## src/rtl/async_fifo_rd_packer.sv

```systemverilog
// Read-side packer behind async_fifo: pops first-word-fall-through words and packs
// PACK of them into one wide word on a valid/ready stream, with flush of partial words.
module async_fifo_rd_packer #(
  parameter int DATA_WIDTH = 8,
  parameter int PACK       = 4,
  parameter int CNT_WIDTH  = 16
) (
  input  logic                       rclk,
  input  logic                       rrst,
  input  logic                       rempty,
  input  logic [DATA_WIDTH-1:0]      rdata,
  output logic                       rinc,
  input  logic                       flush,
  output logic                       m_valid,
  input  logic                       m_ready,
  output logic [DATA_WIDTH*PACK-1:0] m_data,
  output logic [$clog2(PACK):0]      m_count,
  output logic                       m_last,
  output logic [CNT_WIDTH-1:0]       words_popped,
  output logic                       busy
);

  localparam int NW = $clog2(PACK);
  localparam int CW = NW + 1;
  localparam int LW = DATA_WIDTH * PACK;
  localparam logic [NW-1:0] LAST_LANE = NW'(PACK - 1);

  // Handshake: a word transfers on every rclk edge where m_valid & m_ready are both 1;
  // m_data/m_count/m_last stay stable while m_valid=1 and m_ready=0.

  logic [DATA_WIDTH-1:0] acc [PACK-1];
  logic [NW-1:0]         n;
  logic                  flush_pend;
  logic                  out_free;
  logic                  pop;
  logic                  flush_fire;
  logic [LW-1:0]         full_word;
  logic [LW-1:0]         partial_word;

  assign out_free   = ~m_valid | m_ready;
  // Gating uses the registered flush_pend, so a pop in the flush-pulse cycle still runs.
  assign pop        = ~rrst & ~rempty & ~flush_pend & ((n < LAST_LANE) | out_free);
  assign rinc       = pop;
  assign flush_fire = flush_pend & out_free;
  assign busy       = (n != '0) | m_valid | flush_pend;

  always_comb begin
    full_word    = '0;
    partial_word = '0;
    for (int i = 0; i < PACK - 1; i++) begin
      full_word[i*DATA_WIDTH +: DATA_WIDTH] = acc[i];
      if (i < int'(n)) begin
        partial_word[i*DATA_WIDTH +: DATA_WIDTH] = acc[i];
      end
    end
    full_word[(PACK-1)*DATA_WIDTH +: DATA_WIDTH] = rdata;
  end

  always_ff @(posedge rclk) begin
    if (rrst) begin
      for (int i = 0; i < PACK - 1; i++) begin
        acc[i] <= '0;
      end
      n            <= '0;
      flush_pend   <= 1'b0;
      m_valid      <= 1'b0;
      m_data       <= '0;
      m_count      <= '0;
      m_last       <= 1'b0;
      words_popped <= '0;
    end else begin
      // A load below overrides this clear, keeping m_valid high across a handoff.
      if (m_valid && m_ready) begin
        m_valid <= 1'b0;
      end

      if (pop) begin
        words_popped <= words_popped + CNT_WIDTH'(1);
        if (n == LAST_LANE) begin
          m_data  <= full_word;
          m_count <= CW'(PACK);
          m_last  <= 1'b0;
          m_valid <= 1'b1;
          n       <= '0;
        end else begin
          acc[n] <= rdata;
          n      <= n + NW'(1);
        end
      end

      if (flush_fire) begin
        flush_pend <= 1'b0;
        if (n != '0) begin
          m_data  <= partial_word;
          m_count <= {1'b0, n};
          m_last  <= 1'b1;
          m_valid <= 1'b1;
        end
        n <= '0;
      end else if (flush && !flush_pend) begin
        flush_pend <= 1'b1;
      end
    end
  end

endmodule
```

## config.mk

```make
export PLATFORM = sky130hd
export DESIGN_NAME = async_fifo_rd_packer
export DESIGN_NICKNAME = d
export VERILOG_FILES = /design/src/rtl/async_fifo_rd_packer.sv
export SDC_FILE = /design/constraint.sdc
export NUM_CORES = 1
export LEC_CHECK = 0
export CAP_MARGIN = 10
export CORE_MARGIN = 2
export CORE_UTILIZATION = 30
export CTS_CLUSTER_DIAMETER = 50
export DETAILED_ROUTE_END_ITERATION = 6
export DONT_BUFFER_PORTS = 1
export GPL_TIMING_DRIVEN = 0
export PLACE_DENSITY = 0.46
export SLEW_MARGIN = 0
export SYNTH_ARGS = -nofsm -noshare
export SYNTH_HDL_FRONTEND = slang
export SYNTH_SLANG_ARGS = --single-unit
```

## constraint.sdc

```tcl
create_clock -name rclk -period 2.28 [get_ports rclk]
set_clock_uncertainty 0.1 [all_clocks]
set_input_delay 0.342 -clock rclk [delete_from_list [all_inputs] [get_ports rclk]]
set_output_delay 0.342 -clock rclk [all_outputs]
set_load 0.01 [all_outputs]
```

# Word level (Yosys, flattened, before mapping)
# Memories as Yosys holds them, arrays and structs flattened.
# Cells that the tools add are included.
# totals
mem_bits_rw,24
reg_bits,56
n_memories,1
# memory_table
name,depth,word_bits,read_ports,rd_ports_with_merged_regs,wr,line_no,text
acc,3,8,3,0,3,31,logic [DATA_WIDTH-1:0] acc [PACK-1];
# classes
n_reduce_logical,6
eq_ne,1
muxes,30
n_lt_le_gt_ge,4
n_bitwise,12
add_sub_neg,2
# op_table
cell,n
2-to-1 mux 32 bit,4
2-to-1 mux 8 bit,4
adder 16 x 1 -> 16 bit (second input constant),1
2-to-1 mux 1 bit,16
2-to-1 mux 3 bit,4
OR reduction 8 bit,1
AND 1 bit,4
less-than comparator 1 x 2 -> 1 bit (first input constant),2
2-to-1 mux 2 bit,2
NOT 1 bit,4
bitwise OR 1 bit,4
adder 2 x 1 -> 2 bit (second input constant),1
equality test 2 bit (second input constant),1
logical AND 1 bit,2
less-than comparator 2 bit (first input constant),1
less-than comparator 2 bit (second input constant),1
nonzero test 2 bit,1
OR reduction 2 bit,1
logical NOT 1 bit,1

# Depth between registers and ports, before layout
# Gate-level depths: netlist of run 1.
# depth
depth_word,9
mapped_depth,7
mapped_depth_nobuf,6

# Worst setup path after synthesis of run 1
# Ideal clock, no wire load.
# synth_path
kind,input to register
startpoint,in rrst
endpoint,"mem acc[0][0], enable pin"
path_buffers,2
required_ps,1851
setup_ps,329
arrival_ps,1566
path_stages,6
slack_ps,285
cell_sequence,buf_2 -> or3_1 -> nor2_2 -> clkbuf_1 -> nand2_1 -> nand2_1
# synth_lines
element,line_no,text
from (decl),9,"input logic rrst,"
to (decl),31,

# Worst setup path after layout of run 1
# layout_path
startpoint,reg n[1]
endpoint,out rinc
# layout_via
elab_chain_cells,3
# layout_rtl
element,line_no,text
from (decl),32,logic [NW-1:0] n;
from (signal assigned),87,n <= n + NW'(1);
less-than comparator 2 bit,42,assign pop = ~rrst & ~rempty & ~flush_pend & ((n < LAST_LANE) | out_free);
bitwise OR 1 bit,42,
AND 1 bit,42,
to (decl),12,"output logic rinc,"
# Every way passes these cells.

==> summary.txt, run 1 <==
Outcome
  – Status: complete, no violations

Yosys
  – Area leader, netlist: dfxtp_1
  – Synth top area share: 34.8%
  – Synth async-reset ratio: 0%
  – Post-synthesis register bit count: 80
  – Synth unique cells: 36
  – Seq/Total Area, Yosys: 57.2%
  – Syn_nets: 346
  – Number of synthesized flops with an enable pin: 24
  – Post-synth top flop: dfxtp_1
  – Mapped Area: 3220 um^2
  – Synth warn: 0
  – Syn Inst Count: 327
  – Main area contributors after synthesis: dfxtp_1, edfxtp_1, a21oi_1
  – Synthesized area per cell: 9.85 um^2

Floorplanning
  – Num ports: 68
  – Die height: 108 um
  – Die ar.: 11600 um^2
  – Rows: 37
  – Die W: 108 um
  – Starting Density: 31.1%
  – Core area: 10400 um^2

Worst setup path
  – CP arrival: 1650 ps
  – Required time worst endpoint: 1840 ps
  – CP max FO: 7
  – Critical path endpoint category: primary output
  – CP startpoint kind: register
  – Worst Setup Path Type: reg2out

Power
  – VDD IR max: 240 uV
  – Total power per unit cell area: 696 nW/um^2
  – Power Total: 0.00255 W
  – Leak: 1.30 nW

Clock network
  – Clock Pin Slew Worst Setup and Hold Paths: 70 ps
  – Root Driver: clkbuf_8
  – Num CTS Buffers: 9
  – Clk buf depth: 2
  – # H-tree levels: 3
  – Clock Latency Late Sink: 360 ps
  – Clock Sinks: 80
  – CTS tree: built

GRT
  – First-pass GRT wire length: 13.1 mm
  – Initial antenna violation count: 0
  – Number of global-route vias before repair: 2377
  – Largest net degree at the start of global routing: 14
  – Aggregate global routing overflow: 0
  – GR Util All Layers: 15.1%

STA
  – RSZ-0062 raised after global routing: no
  – Slew HR: 55.5%
  – Crit share post-route: 91.6%
  – # setup viols final: 0
  – Crit path time final: 2090 ps
  – Max Slew Vio Count: 0
  – Hold_ws: 11.0 ps
  – Crit path setup slack, layout: 192 ps
  – Final Hold Viols: 0
  – Worst slew pin tran: 663 ps
  – Fmax achieved: 0.479 GHz

Finish
  – Area occupied by multi-input gates: 1310 um^2
  – Share of cells above drive strength 1: 8.83%
  – Antenna diode count: 0
  – Post-route cell area: 3660 um^2
  – Filler cell count: 1097
  – Most common cell after layout, fill and taps aside: dfxtp_1
  – Area delta synth->final: 13.7%
  – Nets: 365
  – Most frequent cells in the layout: dfxtp_1, a21oi_1, nand2_1
  – Reg area: 1840 um^2

Place
  – Buffers on Ports: 0
  – Place WS: -181 ps
  – Global placer's final weighted congestion: 0.766
  – Post-DP HPWL: 5.95 mm
  – DP Area: 3390 um^2

Hold path
  – Hold WC Path Type: in2reg

Drt
  – Detailed Route Iter0 Violations: 123
  – Initial DRT Pass Iterations: 4
  – Residual DRC count: 0
  – Routed WL: 8.44 mm
  – Via density per instance: 5.06
  – Via count: 2462
  – Post-route ant nets: 0
  – Wirelength per Cell: 17.3 um

Job
  – Max Cap Violations: 0
metrics by stage:
stage / setup TNS, ps / util (%) / instances
3_5_place_dp: -4990 / 32.7 / 463
3_3_place_gp: -4070 / 32.7 / 463
5_1_grt: 0 / 35.3 / 487
6_report: 0 / 35.3 / 487
4_1_cts: 0 / 35.1 / 487
2_1_floorplan: 0 / - / 327
flip-flops by register name, summed over array words and instances, names as in the netlist:
signal	flops
m_valid	1
n	2
m_count	3
acc	24
m_last	1
flush_pend	1
words_popped	16
m_data	32
cells in the mapped netlist, types with 2 or more instances:
cell type and number:
a21oi_1 38, a22o_1 7, a31oi_1 2, and3_1 27, and4_1 2, buf_2 2, clkbuf_1 11, dfxtp_1 56
edfxtp_1 24, ha_1 6, inv_1 8, nand2_1 38, nand2b_1 2, nand3_1 28, nand4_1 3, nor2_1 16
nor2b_1 2, nor4_1 2, o21ai_0 22, o21ai_1 2, or3_1 9, xnor2_1 5, xor2_1 2
cell type report:
type / count / share of cell area, %
sequential: 80 / 50.3
multi-input combinational: 223 / 35.7
tap: 136 / 4.65
clock buffer: 13 / 3.79
buffer: 16 / 2.12
timing repair buffer: 8 / 2.05
inverter: 8 / 0.820
clock inverter: 3 / 0.547
path summary, 6_finish.rpt:
path         slack (ps)  startpoint          to  cells after the start
max                 190        n[1]        rinc                      4
min                  10       flush  flush_pend                      2
max reg2reg         200  flush_pend   acc[2][6]                      6
min reg2reg         370   acc[1][4]  m_data[12]                      1
where the power goes:
part | total (W) | switching [W] | leakage, nW | internal, W
sequential | 0.00151 | 0.0000195 | 0.702 | 0.00149
clock | 0.000910 | 0.000514 | 0.0736 | 0.000396
combinational | 0.000124 | 0.0000851 | 0.523 | 0.0000384
cell families (layout without fill, tap and decap cells):
family                     after synthesis  in the layout  synth area share, %
and+or+nand+nor                        136            136                 22.8
DFF                                     80             80                 57.2
AOI/OAI and AO/OA                       74             74                 12.7
xor gates and xnor gates                 7              7                 1.90
adders and majority gates                6              6                 2.33
buffers and inverters                   24             48                 3.15
critical path, cell delays in order, from the launching register on:
cell and delay (ps):
dfxtp_1 480, ha_2 310, nand3b_1 150, nand2_1 180
inv_1 180
metal layers:
metal,GRT usage (%),vias up,routed length (um)
met2,23.6,53,3880
met3,4.90,13,643
met5,0,-,0
met1,18.5,1182,3710
met4,7.97,0,195
li1,-,1214,-
what timing repair did:
item / in CTS / in global routing
resized for setup: 4 / 10
buffers inserted: 2 / 0
pin swaps: 0 / 0
setup endpoints to repair: 35 / 44
hold endpoints to repair: 6 / 0
gates cloned: 0 / 0
hold buffers: 6 / 0
Power figures use the tool's default switching activity.
==> run 2: changes to the inputs <==
--- a/config.mk
+++ b/config.mk
@@ -5,7 +5,7 @@
 export SDC_FILE = /design/constraint.sdc
 export NUM_CORES = 1
 export LEC_CHECK = 0
-export CAP_MARGIN = 10
+export CAP_MARGIN = 30
 export CORE_MARGIN = 2
 export CORE_UTILIZATION = 30
 export CTS_CLUSTER_DIAMETER = 50
==> results of run 2 <==
Final layout, timing and power as in run 1 (identical DEF).
